**src/rtl/apb_master.sv**
```systemverilog
// APB4 requester: turns a valid/ready command stream into SETUP/ACCESS transfers,
// returning read data and error status on a one-cycle response strobe, with a wait-state timeout.
module apb_master #(
    parameter int ADDR_W  = 8,
    parameter int DATA_W  = 32,
    parameter int TIMEOUT = 16
) (
    input  logic                  pclk,
    input  logic                  presetn,
    input  logic                  cmd_valid,
    output logic                  cmd_ready,
    input  logic                  cmd_write,
    input  logic [ADDR_W-1:0]     cmd_addr,
    input  logic [DATA_W-1:0]     cmd_wdata,
    input  logic [DATA_W/8-1:0]   cmd_strb,
    output logic                  rsp_valid,
    output logic [DATA_W-1:0]     rsp_rdata,
    output logic                  rsp_slverr,
    output logic                  rsp_timeout,
    output logic                  busy,
    output logic                  psel,
    output logic                  penable,
    output logic                  pwrite,
    output logic [ADDR_W-1:0]     paddr,
    output logic [DATA_W-1:0]     pwdata,
    output logic [DATA_W/8-1:0]   pstrb,
    input  logic [DATA_W-1:0]     prdata,
    input  logic                  pready,
    input  logic                  pslverr
);

    localparam int STRB_W = DATA_W / 8;
    localparam int CNT_W  = (TIMEOUT > 1) ? $clog2(TIMEOUT) : 1;
    localparam logic [CNT_W-1:0] CNT_LAST = (TIMEOUT > 0) ? CNT_W'(TIMEOUT - 1) : {CNT_W{1'b0}};

    typedef enum logic [1:0] {
        ST_IDLE   = 2'd0,
        ST_SETUP  = 2'd1,
        ST_ACCESS = 2'd2
    } state_t;

    state_t              state_r, state_s;
    logic [CNT_W-1:0]    cnt_r, cnt_s;
    logic                psel_r, psel_s;
    logic                penable_r, penable_s;
    logic                pwrite_r, pwrite_s;
    logic [ADDR_W-1:0]   paddr_r, paddr_s;
    logic [DATA_W-1:0]   pwdata_r, pwdata_s;
    logic [STRB_W-1:0]   pstrb_r, pstrb_s;
    logic                rsp_valid_r, rsp_valid_s;
    logic [DATA_W-1:0]   rsp_rdata_r, rsp_rdata_s;
    logic                rsp_slverr_r, rsp_slverr_s;
    logic                rsp_timeout_r, rsp_timeout_s;
    logic                cmd_ready_s;
    logic                accept_s;
    logic                to_hit_s;

    // Command handshake: open in IDLE, and on the completion edge of ACCESS for back-to-back.
    always_comb begin
        cmd_ready_s = 1'b0;
        case (state_r)
            ST_IDLE:   cmd_ready_s = 1'b1;
            ST_ACCESS: cmd_ready_s = pready;
            default:   cmd_ready_s = 1'b0;
        endcase
    end

    assign accept_s = cmd_valid & cmd_ready_s;
    assign to_hit_s = (TIMEOUT != 0) && (cnt_r == CNT_LAST);

    // Next-state and next-value logic for every registered output.
    always_comb begin
        state_s       = state_r;
        cnt_s         = cnt_r;
        psel_s        = psel_r;
        penable_s     = penable_r;
        pwrite_s      = pwrite_r;
        paddr_s       = paddr_r;
        pwdata_s      = pwdata_r;
        pstrb_s       = pstrb_r;
        rsp_valid_s   = 1'b0;
        rsp_rdata_s   = rsp_rdata_r;
        rsp_slverr_s  = rsp_slverr_r;
        rsp_timeout_s = rsp_timeout_r;

        // Both accept points latch the command identically; reads keep the old pwdata.
        if (accept_s) begin
            paddr_s  = cmd_addr;
            pwrite_s = cmd_write;
            if (cmd_write) begin
                pwdata_s = cmd_wdata;
                pstrb_s  = cmd_strb;
            end else begin
                pwdata_s = pwdata_r;
                pstrb_s  = {STRB_W{1'b0}};
            end
        end else begin
            paddr_s  = paddr_r;
            pwrite_s = pwrite_r;
        end

        case (state_r)
            ST_IDLE: begin
                if (accept_s) begin
                    psel_s    = 1'b1;
                    penable_s = 1'b0;
                    state_s   = ST_SETUP;
                end else begin
                    psel_s    = 1'b0;
                    penable_s = 1'b0;
                end
            end
            ST_SETUP: begin
                penable_s = 1'b1;
                cnt_s     = {CNT_W{1'b0}};
                state_s   = ST_ACCESS;
            end
            ST_ACCESS: begin
                if (pready) begin
                    rsp_valid_s   = 1'b1;
                    rsp_rdata_s   = pwrite_r ? {DATA_W{1'b0}} : prdata;
                    rsp_slverr_s  = pslverr;
                    rsp_timeout_s = 1'b0;
                    cnt_s         = {CNT_W{1'b0}};
                    penable_s     = 1'b0;
                    if (accept_s) begin
                        psel_s  = 1'b1;
                        state_s = ST_SETUP;
                    end else begin
                        psel_s  = 1'b0;
                        state_s = ST_IDLE;
                    end
                end else if (to_hit_s) begin
                    rsp_valid_s   = 1'b1;
                    rsp_rdata_s   = {DATA_W{1'b0}};
                    rsp_slverr_s  = 1'b1;
                    rsp_timeout_s = 1'b1;
                    cnt_s         = {CNT_W{1'b0}};
                    psel_s        = 1'b0;
                    penable_s     = 1'b0;
                    state_s       = ST_IDLE;
                end else begin
                    cnt_s = cnt_r + {{(CNT_W-1){1'b0}}, 1'b1};
                end
            end
            default: begin
                psel_s    = 1'b0;
                penable_s = 1'b0;
                state_s   = ST_IDLE;
            end
        endcase
    end

    // State and output registers; reset aborts any transfer without a response.
    always_ff @(posedge pclk) begin
        if (!presetn) begin
            state_r       <= ST_IDLE;
            cnt_r         <= {CNT_W{1'b0}};
            psel_r        <= 1'b0;
            penable_r     <= 1'b0;
            pwrite_r      <= 1'b0;
            paddr_r       <= {ADDR_W{1'b0}};
            pwdata_r      <= {DATA_W{1'b0}};
            pstrb_r       <= {STRB_W{1'b0}};
            rsp_valid_r   <= 1'b0;
            rsp_rdata_r   <= {DATA_W{1'b0}};
            rsp_slverr_r  <= 1'b0;
            rsp_timeout_r <= 1'b0;
        end else begin
            state_r       <= state_s;
            cnt_r         <= cnt_s;
            psel_r        <= psel_s;
            penable_r     <= penable_s;
            pwrite_r      <= pwrite_s;
            paddr_r       <= paddr_s;
            pwdata_r      <= pwdata_s;
            pstrb_r       <= pstrb_s;
            rsp_valid_r   <= rsp_valid_s;
            rsp_rdata_r   <= rsp_rdata_s;
            rsp_slverr_r  <= rsp_slverr_s;
            rsp_timeout_r <= rsp_timeout_s;
        end
    end

    assign cmd_ready   = cmd_ready_s;
    assign busy        = (state_r != ST_IDLE);
    assign psel        = psel_r;
    assign penable     = penable_r;
    assign pwrite      = pwrite_r;
    assign paddr       = paddr_r;
    assign pwdata      = pwdata_r;
    assign pstrb       = pstrb_r;
    assign rsp_valid   = rsp_valid_r;
    assign rsp_rdata   = rsp_rdata_r;
    assign rsp_slverr  = rsp_slverr_r;
    assign rsp_timeout = rsp_timeout_r;

endmodule
```
**config.mk**
```make
export PLATFORM = sky130hd
export DESIGN_NAME = apb_master
export DESIGN_NICKNAME = d
export VERILOG_FILES = /design/src/rtl/apb_master.sv
export SDC_FILE = /design/constraint.sdc
export NUM_CORES = 1
export LEC_CHECK = 0
export CAP_MARGIN = 10
export CORE_UTILIZATION = 43
export CTS_CLUSTER_DIAMETER = 30
export CTS_CLUSTER_SIZE = 12
export DETAILED_ROUTE_END_ITERATION = 12
export MAX_ROUTING_LAYER = met4
export PLACE_DENSITY = 0.93
export SLEW_MARGIN = 20
export SYNTH_ARGS = -nofsm -noshare
export SYNTH_HDL_FRONTEND = slang
export SYNTH_SLANG_ARGS = --single-unit
```
**constraint.sdc**
```tcl
create_clock -name pclk -period 4.8 [get_ports pclk]
set_input_delay 1.44 -clock pclk [delete_from_list [all_inputs] [get_ports pclk]]
set_output_delay 1.44 -clock pclk [all_outputs]
set_load 0.1 [all_outputs]
```
==> results.md <==
* Status: complete, no violations
* P per Cell Area at 354.6 mW/mm2
* Worst Setup EP: cmd_ready
* Synth top area cells: dfxtp_1 (53%), mux2i_1 (11%), a22o_1 (8.4%)
* Fin. Hold Viols at 0
* R2r setup slk at between 2 and 3 ns
* Clock network power share at 31.7%
* GR Util All Layers at 23.24%
* Reg2reg end: pwdata[25]
* Cell taking the most area after synthesis: dfxtp_1
* Clock Latency Late Sink at 0.34 ns
* Floorplan die width at between 90 and 100 um
* H-tree levels at 3
* Fin area at 0.005243 mm2
* Rel. slew slack at between 30% and 40%
* Setup_tns at 0 ns
* Hold WC Path Type: reg2reg
* Post-route DRC at 0
* Setup slack after layout at around 0.57 ns
* Filler Cells Inserted at slightly above 500
* Placed inst area at roughly 0.005 mm2
* Inserted Diodes at 0
* R2R depth at 6
* Initial DRC Count at 129
* Avg Inst Size Synth at 9.887 um2
* Clock root cell: clkbuf_8
* Final WL at 9118 um
* Post-Syn Nets at around 420
* CTS Buf Count at 9
* Setup crit start kind: primary input
* Seq pwr share at 41.9%
* Pin count of the biggest net entering global routing at 73
* Slew Viols, Final at 0
* Cts hold-fix bufs at 0
* Number of port buffers at 165
* Ys flop type: dfxtp_1
* Setup Fix Bufs, Post-CTS at 0
* # setup viols final at 0
* Critical path launch point: pready
* Post-synthesis cell type count at 34
* Setup CP Type: in2out
* Crit Path Max Fanout at 16
* Critical Path RT at 3.36 ns
* Combinational Power Share at 26.4%
* Layout area overhead at 57.34%
* Synth top area share at ~53%
* Total power at 1.859 mW
* Initial core utilization at 45.21%
* Net Sw Frac at 32.72%
* Worst-path clk slew at 0.08 ns
* Vias in the first global route at 2996
* Clock Skews at 0.009471 ns
* Die footprint at 0.008105 mm2
* Mapped Cells at 337
* Post-CTS resize count at 0
* Peak supply drop at 0.1852 mV
* Vias per cell at between 5 and 6
* Placed cell count at 577
* Worst Path Arrival at 2.79 ns
* Leakage at between 1.5 and 2 nW
* GRT overflow at 0
* DR vias at a little over 3000
* Seq cells post-synth at 88
* Worst-Margin Slew at 1.016 ns
* CTS tree: built
* Setup crit end kind: primary output
* Layout cells sized above 1 at 6.061%
* Asr flop ratio synth at 0%
* RSZ-0062 raised after global routing: no
* Reg-to-reg startpoint: state_r[0]
* CTS Buffer Depth at 2
* Register area share after synthesis at ~53%
* Synth warn at 0
* GP Congestion at ~0.80
* Sw Pwr at roughly 610 uW
* Rows at 31
* Antenna-violating nets left at 0
* Netlist Area Pre-Place at between 0.003 and 0.004 mm2
* Post-synth EDFFs at 0
* Post-DP HPWL at 6542 um
* Cell Int Power at about 1.3 mW
* Io pins at roughly 170
* Core Area at 0.007370 mm2
* WL per Instance at 15.35 um
* Max_cap viols at 0
* Period utilization at 88.04%
* Fin crit period at 4.226 ns
* Clock sinks at 88
* Pre-CTS setup slack at 0.5732 ns
* Die H at approximately 90 um
* Fin cells at 594
* Detailed Routing Iterations Pass 1 at 4
* First-pass GRT wire length at 14680 um
* Fmax at roughly 240 MHz
* Initial antenna violation count at 0
* Layout Nets at 577
==> sequential cells by signal, summed over array words and instances, names as in the netlist <==
signal,flops
pwdata,32
rsp_rdata,32
paddr,8
cnt_r,4
pstrb,4
state_r,2
penable,1
psel,1
pwrite,1
rsp_slverr,1
rsp_timeout,1
rsp_valid,1
==> per-stage QoR <==
stage          utilization, %  hold slack, ns
2_1_floorplan               -          0.4566
3_3_place_gp            67.67          0.4427
3_5_place_dp            67.67          0.4468
4_1_cts                 70.93          0.4646
5_1_grt                 71.14          0.4758
6_report                71.14          0.4595
==> final cells by class <==
class	count	area, um2	share of cell area [%]
inverter	8	30.03	0.5728
multi-input combinational	215	1400	26.71
clock buffer	12	165.2	3.150
timing repair buffer	168	1687	32.17
sequential	88	1762	33.60
clock inverter	4	75.07	1.432
tap	99	123.9	2.363
==> worst min path at each step <==
stage	cells after the start	from	slack (ns)	to
final	2	pwdata[0]	0.46	pwdata[0]
after global routing	2	pwdata[31]	0.48	pwdata[31]
after CTS	2	pwdata[24]	0.46	pwdata[24]
after detailed placement	2	pwdata[11]	0.45	pwdata[11]
after global placement	2	pwdata[18]	0.44	pwdata[18]
after floorplan	2	cnt_r[1]	0.46	cnt_r[1]
==> layer usage <==
layer	share of wire, %	routed length (um)	global-route usage (%)	vias to the layer above
li1	-	-	-	1481
met1	42	3860	26.85	1396
met2	50	4604	40.59	157
met3	6.4	581	4.992	5
met4	0.78	71	6.452	0
met5	0	0	-	-
==> worst max-delay path: stages <==
cell and delay, ns:
clkdlybuf4s50_1 0.53, a21oi_4 0.37, inv_2 0.21, buf_12 0.22
==> cell families (layout without fill, tap and decap cells) <==
family,Yosys count,after routing,share of synthesized area (%)
AO/OA/AOI/OAI,73,73,15.77
adder cells (fa/ha/maj),5,5,1.878
buffers and inverters,34,192,5.295
flip-flops,88,88,52.87
multiplexers,35,35,10.51
AND/OR/NAND/NOR,102,102,13.67
==> synth_stat cells (2+ instances only) <==
master    instances
mux2i_1          35
a22o_1           32
nand3_1          14
o21ai_0          14
a21oi_1          18
buf_6             5
buf_2             9
ha_1              5
clkbuf_1         10
inv_2             2
nand2_1          72
dfxtp_1          88
buf_1             2
nand4_1           5
inv_1             6
o211a_1           2
==> power groups by stage <==
stage / Combinational (mW) / Sequential [mW] / Clock (mW)
2_1_floorplan: 0.122 / 1.01 / 0
3_3_place_gp: 0.481 / 0.795 / 0
3_5_place_dp: 0.490 / 0.796 / 0
4_1_cts: 0.491 / 0.779 / 0.603
5_1_grt: 0.509 / 0.784 / 0.641
6_report: 0.490 / 0.779 / 0.589
==> layout by cell type, fill, tap and decap left out, drive strengths merged, types with 2 or more instances in the layout <==
master	count
mux2i	35
bufinv	2
nand3	14
inv	8
clkdlybuf4s50	163
nand2	72
nand4	5
clkinvlp	2
o21ai	14
dfxtp	88
o211a	2
ha	5
buf	5
a21oi	20
a22o	32
and3	2
clkbuf	12
(Power assumes the default switching activity.)
==> variant 1, RTL diff (config.mk and constraints unchanged) <==
Change the parameter `DATA_W` from 32 to 36.
--- a/src/rtl/apb_master.sv
+++ b/src/rtl/apb_master.sv
@@ -3,5 +3,5 @@
 module apb_master #(
     parameter int ADDR_W  = 8,
-    parameter int DATA_W  = 32,
+    parameter int DATA_W  = 36,
     parameter int TIMEOUT = 16
 ) (
Ports: changed (resized cmd_wdata, prdata, pwdata and rsp_rdata); port bits go from 166 to 182. No check against the original RTL was run, so the function may have changed too.
==> variant 1 against the original RTL <==
Synthesized area increased by 9.3%; wire length increased by 7.8%; die area increased by 9.1%; sequential power increased by 9.1%; worst setup slack worse by 0.011 ns; cell area increased by 8.1%; sequential cell count rose by 8; power increased by 6.5%; critical path type unchanged.
==> variant 1: results <==
export IMPL_synth_commonest_cells="dfxtp_1, nand2_1, mux2i_1"
export IMPL_power_frac_clock_pct=30.4
export IMPL_fin_skew_ns=0.00999
export IMPL_met1_usage_pct=24.9
export IMPL_fillCellCount=613
export IMPL_layout_nets=625
export IMPL_use_met3_pct=4.21
export IMPL_stdcell_count=640
export IMPL_syn_num_nets=457
export IMPL_cp_arrival_ns=2.80
export IMPL_dp_hpwl_mm=7.15
export IMPL_drt_iter0_drc=93
export IMPL_p_leak_nw=2.16
export IMPL_diodes=0
export IMPL_yosysSeqAreaShare_pct=52.8
export IMPL_layout_drive_gt1_share_pct=5.61
export IMPL_dpl_cell_count=624
export IMPL_cts_buffers=9
export IMPL_grt_pass1_wl_mm=15.0
export IMPL_grt_max_degree=81
export IMPL_status="finished clean"
export IMPL_seq_cell_power_uw=850
export IMPL_synth_avg_cell_area_um2=10.1
export IMPL_synthTopCellsByArea="dfxtp_1, mux2i_1, a22o_1"
export IMPL_io_buffers=181
export IMPL_synthDistinctLibCells=36
export IMPL_cts_resized=0
export IMPL_place_area_um2=5430
export IMPL_drt_total_wl_mm=9.83
export IMPL_pre_cts_slack_ns=0.573
export IMPL_ir_worst_vdd_uv=268
export IMPL_gp_congestion=0.829
export IMPL_drt_vias_per_instance=5.13
-- variant 1: cell count changes in the layout (fill, tap and decap cells not counted), sizes merged --
cell           unedited run  this run
clkdlybuf4s50           163       179
dfxtp                    88        96
nand2                    72        80
a22o                     32        36
mux2i                    35        39
clkinv                    0         2
clkinvlp                  2         0
clkbuf                   12        11
inv                       8         9
-- variant 1: worst max-delay path: stages --
cell	delay [ns]
clkdlybuf4s50_1	0.54
a21oi_4	0.38
inv_2	0.21
buf_12	0.22
-- variant 1: area by class of cell --
| type | count | area, um2 | share of cell area, % |
|---|---|---|---|
| sequential | 96 | 1920 | 33.9 |
| multi-input combinational | 231 | 1510 | 26.6 |
| tap | 105 | 131 | 2.32 |
| timing repair buffer | 184 | 1840 | 32.5 |
| clock buffer | 11 | 151 | 2.67 |
| inverter | 8 | 30.0 | 0.530 |
| clock inverter | 5 | 86.3 | 1.52 |
-- variant 1: worst paths after layout --
check / from / endpoint / slack (ns) / cells past startpoint
setup / recovery: pready / cmd_ready / 0.56 / 4
hold / removal: psel / psel / 0.46 / 2
setup reg to reg: state_r[0] / pwdata[25] / 2.47 / 6
hold reg to reg: psel / psel / 0.46 / 2
-- variant 1: cell families after synthesis --
group | Yosys count | share of synthesized area (%)
muxes | 39 | 10.7
adders and majority gates | 5 | 1.72
buffers and inverters | 35 | 5.88
and+or+nand+nor | 110 | 13.5
AOI/OAI and AO/OA | 77 | 15.4
DFF | 96 | 52.8
-- variant 1: layer usage --
layer / part of all wire, % / vias up
li1: - / 1596
met1: 39 / 1544
met2: 53 / 126
met3: 6.2 / 17
met4: 1.8 / 0
met5: 0 / -
==> variant 2, RTL diff (config.mk and constraints unchanged) <==
Made on the original files. Re-encode `state_t` (3 states) as one-hot, 3 bits wide.
--- a/src/rtl/apb_master.sv
+++ b/src/rtl/apb_master.sv
@@ -34,8 +34,8 @@
     localparam logic [CNT_W-1:0] CNT_LAST = (TIMEOUT > 0) ? CNT_W'(TIMEOUT - 1) : {CNT_W{1'b0}};
 
-    typedef enum logic [1:0] {
-        ST_IDLE   = 2'd0,
-        ST_SETUP  = 2'd1,
-        ST_ACCESS = 2'd2
+    typedef enum logic [2:0] {
+        ST_IDLE   = 3'b001,
+        ST_SETUP  = 3'b010,
+        ST_ACCESS = 3'b100
     } state_t;
 
Check against the original RTL: same outputs for any inputs over 10 cycles, from zero or initial values and one cycle with presetn low; not proved beyond that.
==> variant 2 against the original RTL <==
Power shrank 14%; clock power down 24%; cell count is 0.84% lower; register-to-register slack better by 0.18 ns; critical path type unchanged; critical path depth stayed put; synthesized area grew 1.3%; sequential cell count rose by 1; cell area shrank 0.53%; via count decreased by 2.3%; worst setup slack improved by 0.041 ns; critical endpoint unchanged; wire length fell by 4.5%.
==> variant 2: results <==
export IMPL_status="finished clean"
export IMPL_grt_use_met2_pct=37.5
export IMPL_path_clk_slew_ns=0.09
export IMPL_critPathMaxFanout=7
export IMPL_hold_class="flop to flop"
export IMPL_dpl_cell_count=573
export IMPL_cts_resized=0
export IMPL_vias=2970
export IMPL_yosysSeqAreaShare_pct=52.8
export IMPL_dr_wl_met3_um=654
export IMPL_tightest_slew_ns=1.03
export IMPL_layout_nets=568
export IMPL_syn_instance_count=330
export IMPL_grt_usage_pct=22.2
export IMPL_ys_warn_count=0
export IMPL_synth_commonest_cells="dfxtp_1, nand2_1, mux2i_1"
export IMPL_wl_met2_mm=4.28
export IMPL_synthDistinctLibCells=40
export IMPL_syn_num_nets=413
export IMPL_clockRootBuffer="clkbuf_8"
export IMPL_reg2regPathDepth=3
export IMPL_p_int_mw=1.08
export IMPL_cts_setup_buffers=0
export IMPL_p_leak_nw=1.98
export IMPL_avgRoutedWirePerCell_um=14.8
export IMPL_drt_iter0_drc=106
export IMPL_clk_latency_ns=0.35
export IMPL_grt_max_degree=96
export IMPL_use_met3_pct=6.73
export IMPL_htreeDepth=3
export IMPL_ys_async_sr_fraction_pct=0
export IMPL_io_buffers=165
export IMPL_antenna_found_initial=1
export IMPL_hold_depth=2
export IMPL_grt_pass1_vias=2920
export IMPL_dp_hpwl_mm=6.45
export IMPL_dr_pass1_iters=4
export IMPL_met1_usage_pct=25.3
export IMPL_place_area_um2=5040
export IMPL_max_stage_delay_ns=0.67
export IMPL_cts_path_max_buffers=2
export IMPL_drt_vias_per_instance=5.04
export IMPL_gp_congestion=0.732
export IMPL_fin_skew_ns=0.00955
export IMPL_ir_worst_vdd_uv=196
export IMPL_cp_arrival_ns=2.75
export IMPL_cts_buffers=9
export IMPL_grt_pass1_wl_mm=14.1
export IMPL_synthTopCellsByArea="dfxtp_1, mux2i_1, nand2_1"
export IMPL_cpMaxStageDelayCell="clkdlybuf4s50_1"
export IMPL_top_layer_used="met4"
export IMPL_route_layer_met1_wl_mm=3.67
export IMPL_layout_drive_gt1_share_pct=5.93
export IMPL_rrSetupSlack_ns=2.75
export IMPL_hold_worst_slack_ns=0.460
variant 2: cell types whose count changed after synthesis, sizes merged, moves of 5 or more:
cell,before,now
a21oi,20,7
nand2b,0,5
o21ai,14,3
mux2i,35,44
nand2,72,87
inv,8,3
nand3,14,6
variant 2: kinds of logic after synthesis:
logic type	count (synthesis)	share of synthesized area, %
simple gates	113	15.7
compound gates	55	13.5
xor+xnor	1	0.260
mux	44	13.1
flops	89	52.8
buf+inv	27	4.38
fa+ha+maj	1	0.371
variant 2: cell type report:
| type | count | area, um2 |
|---|---|---|
| inverter | 3 | 11.3 |
| antenna | 1 | 2.50 |
| timing repair buffer | 168 | 1680 |
| sequential | 89 | 1780 |
| tap | 99 | 124 |
| clock buffer | 9 | 124 |
| clock inverter | 6 | 42.5 |
| fill | 552 | 2190 |
| multi-input combinational | 214 | 1450 |
variant 2: power groups by stage:
stage	clock [mW]	sequential (mW)	combinational [mW]
2_1_floorplan	0	0.947	0.0925
3_3_place_gp	0	0.792	0.369
3_5_place_dp	0	0.793	0.375
4_1_cts	0.463	0.776	0.377
5_1_grt	0.494	0.779	0.389
6_report	0.448	0.776	0.375
variant 2: final timing paths:
kind	start	to
max	pready	cmd_ready
min	pwdata[31]	pwdata[31]
max reg2reg	state_r[0]	pstrb[1]
min reg2reg	pwdata[31]	pwdata[31]
variant 2: worst max-delay path, delay by kind of cell:
family	cells	cell delay (ns)
buffers and inverters	2	0.88
and+or+nand+nor	1	0.15
AOI/OAI and AO/OA	1	0.27
variant 2: per-stage QoR:
stage / setup slack, ns / power [mW]
detailed placement: 0.611 / 1.17
floorplan: 0.325 / 1.04
CTS: 0.611 / 1.62
global placement: 0.624 / 1.16
global route: 0.581 / 1.66
finish: 0.615 / 1.60
